===== src/rtl/logic_op_sequencer.sv =====
// Sequences Z80 AND/OR/XOR/CPL through the external 16-bit logic datapath,
// fetching the operand from (HL) when needed, and issues one A/F writeback.
module logic_op_sequencer #(
    parameter int MEM_TIMEOUT = 15
) (
    input  logic        clk,
    input  logic        reset,
    input  logic        start,
    input  logic [1:0]  op,
    input  logic [1:0]  src,
    input  logic [7:0]  operand,
    input  logic [15:0] hl,
    input  logic [7:0]  acc_in,
    input  logic [7:0]  f_in,
    output logic [15:0] mem_addr,
    output logic        mem_rd,
    input  logic [7:0]  mem_data,
    input  logic        mem_ack,
    output logic [15:0] lb_a,
    output logic [15:0] lb_b,
    output logic [1:0]  lb_opp,
    input  logic [15:0] lb_out,
    input  logic [7:0]  lb_flags,
    output logic [7:0]  acc_out,
    output logic [7:0]  f_out,
    output logic        acc_we,
    output logic        f_we,
    output logic        busy,
    output logic        done,
    output logic        err,
    output logic [2:0]  dbg_state
);

    // Handshake: mem_rd stays high with a stable mem_addr for every FETCH cycle;
    // a read completes on the first rising edge that samples mem_ack high.

    localparam int CW = (MEM_TIMEOUT > 1) ? $clog2(MEM_TIMEOUT) : 1;
    localparam logic [CW-1:0] TMO_LAST = CW'((MEM_TIMEOUT == 0) ? 0 : MEM_TIMEOUT - 1);
    localparam bit TMO_EN = (MEM_TIMEOUT != 0);

    typedef enum logic [2:0] {
        S_IDLE  = 3'd0,
        S_FETCH = 3'd1,
        S_EXEC  = 3'd2,
        S_WB    = 3'd3,
        S_ABORT = 3'd4
    } state_t;

    state_t         state_q, state_d;
    logic [CW-1:0]  cnt_q, cnt_d;
    logic [1:0]     op_q, op_d;
    logic [7:0]     a_q, a_d;
    logic [7:0]     b_q, b_d;
    logic [7:0]     fl_q, fl_d;
    logic           take;
    logic           tmo_hit;
    logic [7:0]     merged_f;

    logic [15:0]    mem_addr_q, lb_a_q, lb_b_q;
    logic [1:0]     lb_opp_q;
    logic [7:0]     acc_out_q, f_out_q;
    logic           mem_rd_q, wb_q, busy_q, err_q;

    logic           unused_hi;
    assign unused_hi = ^lb_out[15:8];

    assign take    = (state_q == S_IDLE) && start;
    assign tmo_hit = TMO_EN && (cnt_q == TMO_LAST);

    always_ff @(posedge clk) begin
        if (reset) begin
            state_q <= S_IDLE;
            cnt_q   <= '0;
        end else begin
            state_q <= state_d;
            cnt_q   <= cnt_d;
        end
    end

    always_comb begin
        state_d = state_q;
        cnt_d   = cnt_q;
        case (state_q)
            S_IDLE: begin
                cnt_d = '0;
                if (start) begin
                    if (op == 2'b11)       state_d = S_EXEC;
                    else if (src == 2'b10) state_d = S_FETCH;
                    else if (src == 2'b11) state_d = S_ABORT;
                    else                   state_d = S_EXEC;
                end
            end
            S_FETCH: begin
                if (mem_ack)      state_d = S_EXEC;
                else if (tmo_hit) state_d = S_ABORT;
                else              cnt_d = cnt_q + 1'b1;
            end
            S_EXEC:  state_d = S_WB;
            S_WB:    state_d = S_IDLE;
            S_ABORT: state_d = S_IDLE;
            default: state_d = S_IDLE;
        endcase
    end

    always_comb begin
        op_d = take ? op : op_q;
        a_d  = take ? acc_in : a_q;
        fl_d = take ? f_in : fl_q;
        b_d  = b_q;
        if (take)
            b_d = operand;
        else if ((state_q == S_FETCH) && mem_ack)
            b_d = mem_data;
    end

    // CPL keeps S, Z, P and C from the old F; the datapath flags are not used.
    always_comb begin
        merged_f = lb_flags;
        if (op_q == 2'b11)
            merged_f = {fl_q[7], fl_q[6], lb_out[5], 1'b1, lb_out[3], fl_q[2], 1'b1, fl_q[0]};
    end

    always_ff @(posedge clk) begin
        if (reset) begin
            op_q       <= 2'b00;
            a_q        <= 8'h00;
            b_q        <= 8'h00;
            fl_q       <= 8'h00;
            mem_addr_q <= 16'h0000;
            lb_a_q     <= 16'h0000;
            lb_b_q     <= 16'h0000;
            lb_opp_q   <= 2'b00;
            acc_out_q  <= 8'h00;
            f_out_q    <= 8'h00;
            mem_rd_q   <= 1'b0;
            wb_q       <= 1'b0;
            busy_q     <= 1'b0;
            err_q      <= 1'b0;
        end else begin
            op_q     <= op_d;
            a_q      <= a_d;
            b_q      <= b_d;
            fl_q     <= fl_d;
            mem_rd_q <= (state_d == S_FETCH);
            wb_q     <= (state_d == S_WB);
            err_q    <= (state_d == S_ABORT);
            busy_q   <= (state_d != S_IDLE);
            if (take && (state_d == S_FETCH))
                mem_addr_q <= hl;
            if (state_d == S_EXEC) begin
                lb_a_q   <= {8'h00, a_d};
                lb_b_q   <= {8'h00, b_d};
                lb_opp_q <= op_d;
            end
            if (state_q == S_EXEC) begin
                acc_out_q <= lb_out[7:0];
                f_out_q   <= merged_f;
            end
        end
    end

    assign mem_addr  = mem_addr_q;
    assign mem_rd    = mem_rd_q;
    assign lb_a      = lb_a_q;
    assign lb_b      = lb_b_q;
    assign lb_opp    = lb_opp_q;
    assign acc_out   = acc_out_q;
    assign f_out     = f_out_q;
    assign acc_we    = wb_q;
    assign f_we      = wb_q;
    assign done      = wb_q;
    assign busy      = busy_q;
    assign err       = err_q;
    assign dbg_state = state_q;

endmodule


===== config.mk =====
export PLATFORM = sky130hd
export DESIGN_NAME = logic_op_sequencer
export DESIGN_NICKNAME = d
export VERILOG_FILES = /design/src/rtl/logic_op_sequencer.sv
export SDC_FILE = /design/constraint.sdc
export NUM_CORES = 1
export LEC_CHECK = 0
export BUFFER_PORTS_ARGS = -buffer_cell sky130_fd_sc_hd__buf_2
export CAP_MARGIN = 20
export CORE_MARGIN = 1.5
export CORE_UTILIZATION = 30
export DETAILED_ROUTE_END_ITERATION = 16
export SLEW_MARGIN = 20
export SYNTH_ARGS = -nofsm -noshare
export SYNTH_HDL_FRONTEND = slang
export SYNTH_SLANG_ARGS = --single-unit

===== constraint.sdc =====
create_clock -name clk -period 4.9 [get_ports clk]
set_clock_uncertainty 0.05 [all_clocks]
set_input_delay 0.98 -clock clk [delete_from_list [all_inputs] [get_ports clk]]
set_output_delay 0.98 -clock clk [all_outputs]
set_load 0.1 [all_outputs]

# Word level (Yosys, flattened, before mapping)
# Cells that the tools add are included.
totals:
  register_bits: 87
  latch_bits: 0
  mem_bits_rw: 0
  romBits: 0
  mem_count: 0
op_classes:
  n_addsub: 1
  mul: 0
  n_div: 0
  order_cmp: 0
  eq_ne: 13
  shift: 0
  mux: 15
  bitwise_logic: 0
  n_reduce_logical: 7
ops:
  columns: ["cell", "count"]
  rows:
  - ["$mux 8", 4]
  - ["$mux 3", 6]
  - ["$eq 3x2->1 const B", 3]
  - ["$pmux 3 s3", 1]
  - ["$eq 2x2->1 const B", 4]
  - ["$mux 4", 2]
  - ["$pmux 4 s2", 1]
  - ["$eq 3x1->1 const B", 2]
  - ["$add 4x1->4 const B", 1]
  - ["$eq 4x4->1 const B", 1]
  - ["$ne 2x2->1 const B", 2]
  - ["$eq 3x3->1 const B", 1]
  - ["$logic_and 1x1->1", 3]
  - ["$logic_not 3->1", 1]
  - ["$reduce_and 3->1", 1]
  - ["$reduce_bool 3->1", 1]
  - ["$mux 2", 1]
  - ["$reduce_bool 2->1", 1]

# Longest topological paths before layout
depth:
  word_depth: 8
  depth_mapped: 8
  ltp_nobuf: 7

# Least setup slack after synthesis
# OpenSTA, ideal clock, no wires.
synth_path:
  path_kind: "flip-flop to flip-flop"
  start: "reg state_q[0] (netlist: dbg_state[0])"
  end: "reg lb_b_q[1] (netlist: lb_b[1])"
  setup_time_ps: 115
  arrival_ps: 2416
  required_ps: 4735
  path_slack_ps: 2319
  stages_incl_launch_ff: 8
  n_path_buf: 2
  synth_period_minus_slack_ps: 2581
  cell_sequence: "dfxtp_1 buf_2 nand2b_1 o41ai_1 a211oi_4 buf_2 nand2_1 o21ai_2"
synth_between:
  elab_chain_cells: 4
  word_cells_on_any_way: 12
  cone_classes: "3 x eq/ne; 6 x mux; 3 x reduce/logical"
synth_rtl:
  columns: ["item", "line_no", "rtl"]
  rows:
  - ["start: declaration", "49", "state_t state_q, state_d;"]
  - ["start signal: assignment", "75", "state_q <= state_d;"]
  - ["$mux 3 / $eq 3x1->1 (equally long branches)", "95, 83, 112", null]
  - ["$mux 3 / $logic_and 1x1->1 (equally long branches)", "94, 112", null]
  - ["$pmux 3 s3 / $mux 8 (equally long branches)", "83, 112", null]
  - ["$eq 3x2->1 / $mux 8 (equally long branches)", "150, 110", null]
  - ["end signal: assignment", "152", "lb_b_q <= {8'h00, b_d};"]
  - ["end: declaration", "59", "logic [15:0] mem_addr_q, lb_a_q, lb_b_q;"]
# Parallel ways exist; a longest one is shown, timed or not.
# A chain may end at the register's enable or synchronous reset.

# Worst setup path after layout
layout_path:
  start: "in start"
  end: "reg mem_addr_q[8] (netlist: mem_addr[8])"
layout_between:
  elab_chain_cells: 4
  word_cells_on_any_way: 5
  cone_classes: "1 x eq/ne; 2 x mux; 2 x reduce/logical"
layout_rtl:
  columns: ["item", "line_no", "rtl"]
  rows:
  - ["start: declaration", "8", "input logic start,"]
  - ["$mux 3", "86", "if (start) begin"]
  - ["$pmux 3 s3", "83", "case (state_q)"]
  - ["$eq 3x1->1", "148", "if (take && (state_d == S_FETCH))"]
  - ["$logic_and 1x1->1 *", "148", null]
  - ["end signal: assignment", "149", "mem_addr_q <= hl;"]
  - ["end: declaration", "59", null]
# Mark *: on every way between the ends. The rest lies on a longest branch, timed or not.

==> run summary <==
Synth Cell Area: 3440 sq um
Reg2Reg Setup Slack: 2.38 ns
Setup violators final: 0
Setup bufs post-CTS: 0
CP bufs+invs: 2
Mean Syn Cell Area: 8.53 sq um
Ant diodes: 0
Detailed Route WL: 8350 um
Synth cell count leaders: 104 x nand2_1, 83 x dfxtp_1, 40 x a21oi_1
Die area: 12,100 sq um
CTS Hold Buffers Added: 0
Standard-cell rows: 38
Layout Nets: 596
Crit path DAT: 2.77 ns
Rel. slew slack: 0.381
Worst hold path type: flop to flop
First-pass GRT wire length: 13,400 um
Post-synth EDFFs: 0
Max-slew violation count: 0
Run status: finished, final reports clean
Via density: 4.63
Drt first-iter violations: 155
Fill cells: 1,152
Grt ovf: 0
Area contributors post-synth: dfxtp_1 48%, nand2_1 11%, a21oi_1 5.8%, buf_4 4.6%, nand2b_1 3.6%
Die extent in x: 110 um
DP HPWL: 5820 um
Delay of the slowest critical-path stage: 0.64 ns
Gr usage total: 0.143
Worst skew pair latency: 0.33 ns
CTS buffer count: 9
Area leader, netlist: dfxtp_1
Req. time, crit path: 5.02 ns
RD Place Congestion: 0.716
Crit path capture type: flop
I/O pin count: 155
Area grow syn2layout: 26.9%
Worst IR Drop VDD: 0.302 mV
Share of layout cells above drive strength 1: 0.322
Most frequent cell after synthesis: nand2_1
Asr flop ratio synth: 0
Worst Tran Pin Value: 0.929 ns
Final Hold Viols: 0
Core box area: 11,000 sq um
Post-route ant nets: 0
Worst setup SP type: input pin
RSZ-0062 raised after global routing: no
Longest Clk Path Bufs: 2
Max Cap Violations: 0
Number of remaining DRC errors: 0
Crit-path cells: buf_2 > or4b_1 > buf_4 > or3_1 > nand2_1 > a21oi_1
Final Cycle Share: 0.540
Initial core utilization: 0.313
Pin count of the biggest net entering global routing: 54
Minimum clock period: 2.65 ns
Antenna violations before repair: 0
Synth warn: 0
CTS root buffer: clkbuf_16
Yosys top cell area share: 0.483
Leak pwr: 1.89 nW
Yosys reg bits: 83
Via Count: 3,044
Crit-path max FO: 32
# clock sinks: 83
CP Class: input pin to flop
Predominant post-synthesis flop cell: dfxtp_1
Avg WL per Cell: 12.7 um
Post-synthesis sequential area ratio: 0.483
Yosys cell types: 45
Die height: 110 um
Synth Instances: 403
Vias in the first global route: 2,774
CTS clock-pin slew for the worst setup and hold paths: 0.06 ns
Setup TNS: 0 ns
CP delay by family, top: simple AND/OR/NAND/NOR gates
Final core occ: 0.397
PD cells: 476 nW/um^2
PortBufs: 126
Resize count post-CTS: 0
Max Freq: 0.378 GHz
CTS tree: yes
DR pass1 iterations: 5
CP max stage cell: or3_1
H-tree depth: 3
## metrics by stage
| step | hold WS, ns | setup WS, ns | power, mW | cells | cell area [sq um] |
|---|---|---|---|---|---|
| global route | 0.424 | 2.14 | 2.19 | 658 | 4360 |
| CTS | 0.407 | 2.24 | 2.11 | 658 | 4360 |
| global placement | 0.388 | 1.93 | 1.43 | 643 | 4080 |
| detailed placement | 0.397 | 1.89 | 1.44 | 643 | 4080 |
| floorplan | 0.387 | 2.32 | 1.34 | 418 | 3490 |
| finish | 0.400 | 2.25 | 2.08 | 658 | 4360 |
## cell usage in the layout, fill, tap and decap left out, drive strengths merged, types with 2 or more instances in the layout
master | netlist | layout
nor3b | 3 | 3
a2111oi | 2 | 2
a211oi | 10 | 10
conb | 1 | 16
nor3 | 6 | 6
or2 | 2 | 2
ha | 2 | 2
mux2i | 9 | 9
o21ai | 19 | 19
clkinvlp | 0 | 2
nor4b | 2 | 2
nand2 | 104 | 104
nand2b | 20 | 20
nor2 | 24 | 24
clkbuf | 19 | 10
a311oi | 6 | 6
clkinv | 0 | 2
xor2 | 2 | 2
dfxtp | 83 | 83
a21oi | 40 | 40
buf | 28 | 132
nand3 | 6 | 6
## area by class of cell
| class | instances | area [sq um] | area share |
|---|---|---|---|
| flip-flops and latches | 83 | 1660 | 0.381 |
| multi-input cells | 287 | 1560 | 0.358 |
| repair buffers | 132 | 676 | 0.155 |
| clock buffers | 10 | 229 | 0.0525 |
| well taps | 140 | 175 | 0.0401 |
| clock inverters | 5 | 55.1 | 0.0126 |
| inverters | 1 | 3.75 | 0.000860 |
## power breakdown
| group | switching, mW | internal, mW | total (mW) | leakage, nW |
|---|---|---|---|---|
| combinational | 0.524 | 0.123 | 0.647 | 1.08 |
| sequential | 0.0386 | 0.738 | 0.777 | 0.678 |
| clock | 0.263 | 0.390 | 0.653 | 0.134 |
| total | 0.825 | 1.25 | 2.08 | 1.89 |
## cells by family (layout without fill, tap and decap cells)
| family | Yosys count | in the layout | synth area share |
|---|---|---|---|
| simple gates | 176 | 176 | 0.238 |
| flops | 83 | 83 | 0.483 |
| compound gates | 81 | 81 | 0.155 |
| buf+inv | 48 | 148 | 0.0819 |
| mux | 9 | 9 | 0.0262 |
| xor+xnor | 3 | 3 | 0.00764 |
| fa+ha+maj | 2 | 2 | 0.00728 |
| other cells | 1 | 16 | 0.00109 |
## sequential cells by signal (all words and copies together) (netlist names)
name and flops:
err 1, acc_we 1, op_q 2, fl_q 4, a_q 8, mem_rd 1, lb_opp 2, acc_out 8
busy 1, f_out 8, b_q 8, mem_addr 16, dbg_state 3, lb_a 8, lb_b 8, cnt_q 4
## final timing paths
path                 from  cells past startpoint          end
max                 start                      6  mem_addr[8]
min            acc_out[1]                      2   acc_out[1]
max reg2reg  dbg_state[0]                      5  mem_addr[8]
min reg2reg    acc_out[1]                      2   acc_out[1]
## tightest hold or removal path: cells and delay by family, from the launching register on
kind	cells	cell delay, ns
flops	1	0.30
compound gates	1	0.05
simple gates	1	0.05
## layer usage
layer / vias to the layer above / wire length, um / part of all wire / GRT usage
met4: 0 / 82 / 0.0098 / 0.0417
met5: - / 0 / 0 / 0
met1: 1374 / 3680 / 0.44 / 0.171
met2: 130 / 3720 / 0.45 / 0.234
met3: 10 / 863 / 0.10 / 0.0611
li1: 1530 / - / - / -
Note: power is estimated with default switching activity, not from simulation.
